### config.mk
export PLATFORM = sky130hd
export DESIGN_NAME = uart_rx
export DESIGN_NICKNAME = d
export VERILOG_FILES = /design/src/rtl/uart_rx.sv
export SDC_FILE = /design/constraint.sdc
export NUM_CORES = 1
export LEC_CHECK = 0
export CAP_MARGIN = 20
export CORE_MARGIN = 2
export CORE_UTILIZATION = 65
export CTS_CLUSTER_SIZE = 20
export DETAILED_ROUTE_END_ITERATION = 7
export DONT_BUFFER_PORTS = 1
export PLACE_DENSITY = 0.88
export SYNTH_ARGS = -nofsm -noshare
export SYNTH_HDL_FRONTEND = slang
export SYNTH_SLANG_ARGS = --single-unit
### constraint.sdc
create_clock -name i_clk -period 3.1 [get_ports i_clk]
set_input_delay 0.465 -clock i_clk [delete_from_list [all_inputs] [get_ports i_clk]]
set_output_delay 0.465 -clock i_clk [all_outputs]
set_load 0.01 [all_outputs]
### src/rtl/uart_rx.sv
// -----------------------------------------------------------------------------
// uart_rx
// Asynchronous serial receiver for 8N1-style frames: one start bit, D_BITS data
// bits sent LSB first, SP_BITS stop bits and no parity. It is the receive side
// of the link whose transmit side is the team's UART transmitter. The raw line
// is synchronised, bit periods are timed with an internal counter, the start
// bit is confirmed at half a bit, and each bit is sampled at mid-period.
//
// Ports
//   i_clk        system clock; all logic runs on its rising edge
//   i_rst        synchronous active-high reset
//   i_rx         raw asynchronous serial line, idles high
//   o_data       last correctly framed word; bit 0 is the first data bit
//   o_rx_done    one-cycle pulse; o_data is updated in the same cycle
//   o_frame_err  one-cycle pulse when a stop bit is sampled low
//   o_busy       high whenever the receiver is not idle
// -----------------------------------------------------------------------------
module uart_rx #(
  parameter int clk_speed = 100_000000,
  parameter int baudrate  = 921600,
  parameter int D_BITS    = 8,
  parameter int SP_BITS   = 1
) (
  input  logic              i_clk,
  input  logic              i_rst,
  input  logic              i_rx,
  output logic [D_BITS-1:0] o_data,
  output logic              o_rx_done,
  output logic              o_frame_err,
  output logic              o_busy
);

  // Rounded clocks per bit; 109 at the default clock and baud rate.
  localparam int DIV   = (clk_speed + baudrate / 2) / baudrate;
  localparam int HALF  = DIV / 2;
  localparam int CNT_W = $clog2(DIV);
  localparam int IDX_W = (D_BITS > 1) ? $clog2(D_BITS) : 1;

  localparam logic [CNT_W-1:0] CNT_ZERO      = CNT_W'(0);
  localparam logic [CNT_W-1:0] CNT_ONE       = CNT_W'(1);
  localparam logic [CNT_W-1:0] CNT_HALF_LAST = CNT_W'(HALF - 1);
  localparam logic [CNT_W-1:0] CNT_BIT_LAST  = CNT_W'(DIV - 1);
  localparam logic [IDX_W-1:0] IDX_ZERO      = IDX_W'(0);
  localparam logic [IDX_W-1:0] IDX_ONE       = IDX_W'(1);
  localparam logic [IDX_W-1:0] IDX_LAST      = IDX_W'(D_BITS - 1);
  localparam logic             STOP_LAST     = (SP_BITS == 2) ? 1'b1 : 1'b0;

  // Parameter sanity: the half-bit start check needs a few cycles per bit.
  if (DIV < 4) begin : g_div_check
    $error("uart_rx: clk_speed/baudrate gives fewer than 4 clocks per bit");
  end
  if ((SP_BITS != 1) && (SP_BITS != 2)) begin : g_stop_check
    $error("uart_rx: SP_BITS must be 1 or 2");
  end

  typedef enum logic [2:0] {
    S_IDLE      = 3'd0,
    S_START     = 3'd1,
    S_DATA      = 3'd2,
    S_STOP      = 3'd3,
    S_WAIT_HIGH = 3'd4
  } state_t;

  logic              rx_meta_q;
  logic              rx_s_q;
  state_t            state_q,    state_d;
  logic [CNT_W-1:0]  cnt_q,      cnt_d;
  logic [IDX_W-1:0]  idx_q,      idx_d;
  logic              stop_idx_q, stop_idx_d;
  logic [D_BITS-1:0] shift_q,    shift_d;
  logic [D_BITS-1:0] data_q,     data_d;
  logic              done_q,     done_d;
  logic              ferr_q,     ferr_d;
  logic              busy_q;

  // Two-flop synchroniser; resets to the idle (high) line level.
  always_ff @(posedge i_clk) begin
    if (i_rst) begin
      rx_meta_q <= 1'b1;
      rx_s_q    <= 1'b1;
    end else begin
      rx_meta_q <= i_rx;
      rx_s_q    <= rx_meta_q;
    end
  end

  // Next-state and datapath logic for the frame receiver.
  always_comb begin
    state_d    = state_q;
    cnt_d      = cnt_q;
    idx_d      = idx_q;
    stop_idx_d = stop_idx_q;
    shift_d    = shift_q;
    data_d     = data_q;
    done_d     = 1'b0;
    ferr_d     = 1'b0;

    case (state_q)
      S_IDLE: begin
        if (!rx_s_q) begin
          state_d = S_START;
          cnt_d   = CNT_ZERO;
        end else begin
          state_d = S_IDLE;
        end
      end

      // Re-check the line half a bit in; a high line means a glitch.
      S_START: begin
        if (cnt_q == CNT_HALF_LAST) begin
          cnt_d = CNT_ZERO;
          if (!rx_s_q) begin
            state_d = S_DATA;
            idx_d   = IDX_ZERO;
          end else begin
            state_d = S_IDLE;
          end
        end else begin
          cnt_d = cnt_q + CNT_ONE;
        end
      end

      // Counter is aligned to mid-bit, so every full period lands mid-bit.
      S_DATA: begin
        if (cnt_q == CNT_BIT_LAST) begin
          cnt_d              = CNT_ZERO;
          shift_d            = shift_q >> 1'b1;
          shift_d[D_BITS-1]  = rx_s_q;
          if (idx_q == IDX_LAST) begin
            state_d    = S_STOP;
            stop_idx_d = 1'b0;
          end else begin
            idx_d = idx_q + IDX_ONE;
          end
        end else begin
          cnt_d = cnt_q + CNT_ONE;
        end
      end

      // Leaving at mid stop bit lets a back-to-back start edge be caught.
      S_STOP: begin
        if (cnt_q == CNT_BIT_LAST) begin
          cnt_d = CNT_ZERO;
          if (rx_s_q) begin
            if (stop_idx_q == STOP_LAST) begin
              data_d  = shift_q;
              done_d  = 1'b1;
              state_d = S_IDLE;
            end else begin
              stop_idx_d = stop_idx_q + 1'b1;
            end
          end else begin
            ferr_d  = 1'b1;
            state_d = S_WAIT_HIGH;
          end
        end else begin
          cnt_d = cnt_q + CNT_ONE;
        end
      end

      // A break or misframe: hold off until the line returns high so a
      // line stuck low reports only one error.
      S_WAIT_HIGH: begin
        if (rx_s_q) begin
          state_d = S_IDLE;
        end else begin
          state_d = S_WAIT_HIGH;
        end
      end

      default: begin
        state_d = S_IDLE;
        cnt_d   = CNT_ZERO;
      end
    endcase
  end

  // State, datapath and registered output flops.
  always_ff @(posedge i_clk) begin
    if (i_rst) begin
      state_q    <= S_IDLE;
      cnt_q      <= CNT_ZERO;
      idx_q      <= IDX_ZERO;
      stop_idx_q <= 1'b0;
      shift_q    <= '0;
      data_q     <= '0;
      done_q     <= 1'b0;
      ferr_q     <= 1'b0;
      busy_q     <= 1'b0;
    end else begin
      state_q    <= state_d;
      cnt_q      <= cnt_d;
      idx_q      <= idx_d;
      stop_idx_q <= stop_idx_d;
      shift_q    <= shift_d;
      data_q     <= data_d;
      done_q     <= done_d;
      ferr_q     <= ferr_d;
      busy_q     <= (state_d != S_IDLE);
    end
  end

  assign o_data      = data_q;
  assign o_rx_done   = done_q;
  assign o_frame_err = ferr_q;
  assign o_busy      = busy_q;

endmodule

==> impl_metrics.py <==
metrics = {
    "run_status": {
        "status": "finished clean",
    },
    "worst_setup_path": {
        "rrSetupSlack_ps": 1290,
        "crit_start": "cnt_q[0]",
        "r2r-start": "cnt_q[0]",
        "cp-endpoint": "state_q[0]",
        "crit_type": "reg -> reg",
        "path_max_fanout": 7,
        "start_kind": "flip-flop",
        "end_kind": "flip-flop",
        "r2r_end": "state_q[0]",
        "cp.required_ps": 3350,
        "r2r_cells": 6,
        "arrival_ps": 2060,
    },
    "global_route": {
        "overflow": 0,
        "grt_pass1_wl_um": 4740,
        "antenna_found_initial": 0,
        "grt_pass1_vias": 1113,
        "grtUsageTotal_pct": 23.2,
        "grt_max_degree": 22,
    },
    "logic_synthesis": {
        "netlist_top_cells_count": "34 x dfxtp_1, 28 x nand2_1, 16 x mux2i_1",
        "yosys-top-cells-area": "dfxtp_1 42%, mux2i_1 9.9%, nand2_1 6.5%",
        "synth-edff-count": 0,
        "synth_top_area_share_pct": 42.2,
        "ys_ff_latch": 34,
        "synth_nets": 181,
        "syn_area_um2": 1610,
        "yosysSeqAreaShare_pct": 42.2,
        "synthFlopType": "dfxtp_1",
        "synth_cell_types": 42,
        "syn_avg_cell_area_um2": 9.33,
        "async_flop_share_pct": 0,
        "yosysTopAreaCell": "dfxtp_1",
        "yosysWarnings": 0,
        "syn_inst": 173,
        "yosys.cell_count.top_type": "dfxtp_1",
    },
    "detailed_routing": {
        "num_vias": 1213,
        "drc_errors": 0,
        "avgViaCountPerCell": 6.03,
        "routedWlPerCell_um": 14.4,
        "drtIter0Drc": 31,
        "wirelength_um": 2900,
        "first_pass_iters": 4,
        "ant_nets": 0,
    },
    "cts": {
        "cts.hold.buffers_added": 0,
        "cts_tree": "built",
        "cts_buffers": 5,
        "cts_root_buf": "clkbuf_4",
        "path_clk_slew_ps": 110,
        "postCtsResizedCells": 0,
        "cts_sinks": 34,
        "clk_latency_ps": 340,
        "cts_max_level": 2,
        "clockBufferDepth": 2,
        "post_cts_buffers": 0,
    },
    "floorplanning": {
        "fp.dieW_um": 53.8,
        "core_um2": 2410,
        "io_pins": 14,
        "fp.dieH_um": 53.8,
        "die_area_um2": 2900,
        "start_util_pct": 67.0,
        "core.rowCount": 18,
    },
    "finish": {
        "instances_no_fill": 201,
        "antenna_cells": 0,
        "final_core_util_pct": 68.5,
        "drive_gt1_share_pct": 11.1,
        "nNetsFinal": 178,
        "syn2layout_area_growth_pct": 2.33,
    },
    "place": {
        "placedCellCount": 193,
        "detailed_place_hpwl_um": 2120,
        "gp_congestion": 0.850,
        "portBuffers": 0,
    },
    "timing": {
        "fin_setup_tns_ps": 0,
        "rsz0062_at_grt": "no",
        "setup_viol": 0,
        "final.min_clock_period_ps": 1810,
        "period_share_pct": 58.4,
        "slew_headroom_pct": 54.1,
        "worst_slew_pin_slew_ps": 683,
        "fmax_ghz": 0.552,
        "hold_violations": 0,
        "skew_ps": 12.4,
        "slew_viol_final": 0,
        "hold_slack_ps": 183,
    },
    "job": {
        "cap_violations": 0,
    },
    "worst_hold_path": {
        "min_path_cells": 1,
        "hp-class": "in -> reg",
    },
    "pwr": {
        "powerDensity_nw_per_um2": 440,
        "ir_worst_vdd_v": 0.000344,
        "power.leakage_nw": 0.602,
        "finalPower_mw": 0.726,
    },
}
## metrics by stage
stage | instance area [um2] | worst slack (ps)
final | 1650 | 1290
after global routing | 1650 | 1150
after CTS | 1650 | 1300
after detailed placement | 1590 | 1310
after global placement | 1590 | 1420
after floorplan | 1610 | 1500
## placed cells by master (no fill, tap or decap), types with 3 or more instances in the layout
cell	n
nand3_1	7
nor2b_1	4
and2_1	3
nor3_1	4
o21ai_1	5
a21oi_1	3
inv_1	6
o221ai_1	3
ha_1	5
mux2i_1	16
nor2_1	14
clkbuf_4	5
nand2_1	28
dfxtp_1	34
## worst max-delay path, stage by stage, from the launching register on
cell and delay, ps:
dfxtp_1 460, inv_1 80, ha_1 200, and4b_4 230, a21oi_2 310, a21oi_1 100, a2111oi_2 350
## cell families (layout without fill, tap and decap cells)
group,count (synthesis),after routing,share of synthesized area (%)
XOR/XNOR,2,2,1.09
multiplexers,16,16,9.92
AO/OA/AOI/OAI,26,26,13.3
adder cells (fa/ha/maj),5,5,3.88
flip-flops,34,34,42.2
AND/OR/NAND/NOR,73,73,24.1
buffers and inverters,17,15,5.58
## power breakdown
group          switching [mW]  total [mW]  internal (mW)
clock network           0.151       0.260          0.109
logic                  0.0129      0.0207        0.00788
registers             0.00563       0.446          0.440
## flip-flops by register name, summed over array words and instances (netlist names)
name / cells
state_q: 3
rx_s_q: 1
cnt_q: 7
o_data: 8
o_rx_done: 1
shift_q: 8
rx_meta_q: 1
o_busy: 1
idx_q: 3
o_frame_err: 1
## how the worst min path moves through the flow
stage / endpoint / slack (ps) / startpoint
floorplan: rx_s_q / 390 / rx_meta_q
global placement: rx_s_q / 400 / rx_meta_q
detailed placement: rx_s_q / 410 / rx_meta_q
CTS: shift_q[4] / 180 / i_rst
global route: state_q[0] / 170 / i_rst
finish: state_q[2] / 180 / i_rst
## routing by layer
metal | up-vias | wire, um | global-route usage [%]
met5 | - | 0 | 0
met4 | 0 | 38 | 14.5
met3 | 5 | 142 | 6.67
met2 | 33 | 1430 | 38.0
met1 | 576 | 1290 | 26.3
li1 | 599 | - | -
## layout make-up
| class | instances | area [um2] |
|---|---|---|
| Tap cell | 30 | 37.5 |
| Fill cell | 171 | 758 |
| Multi-Input combinational cell | 122 | 843 |
| Sequential cell | 34 | 681 |
| Inverter | 7 | 26.3 |
| Clock buffer | 6 | 51.3 |
| Clock inverter | 2 | 12.5 |
Note: power is estimated with default switching activity, not from simulation.
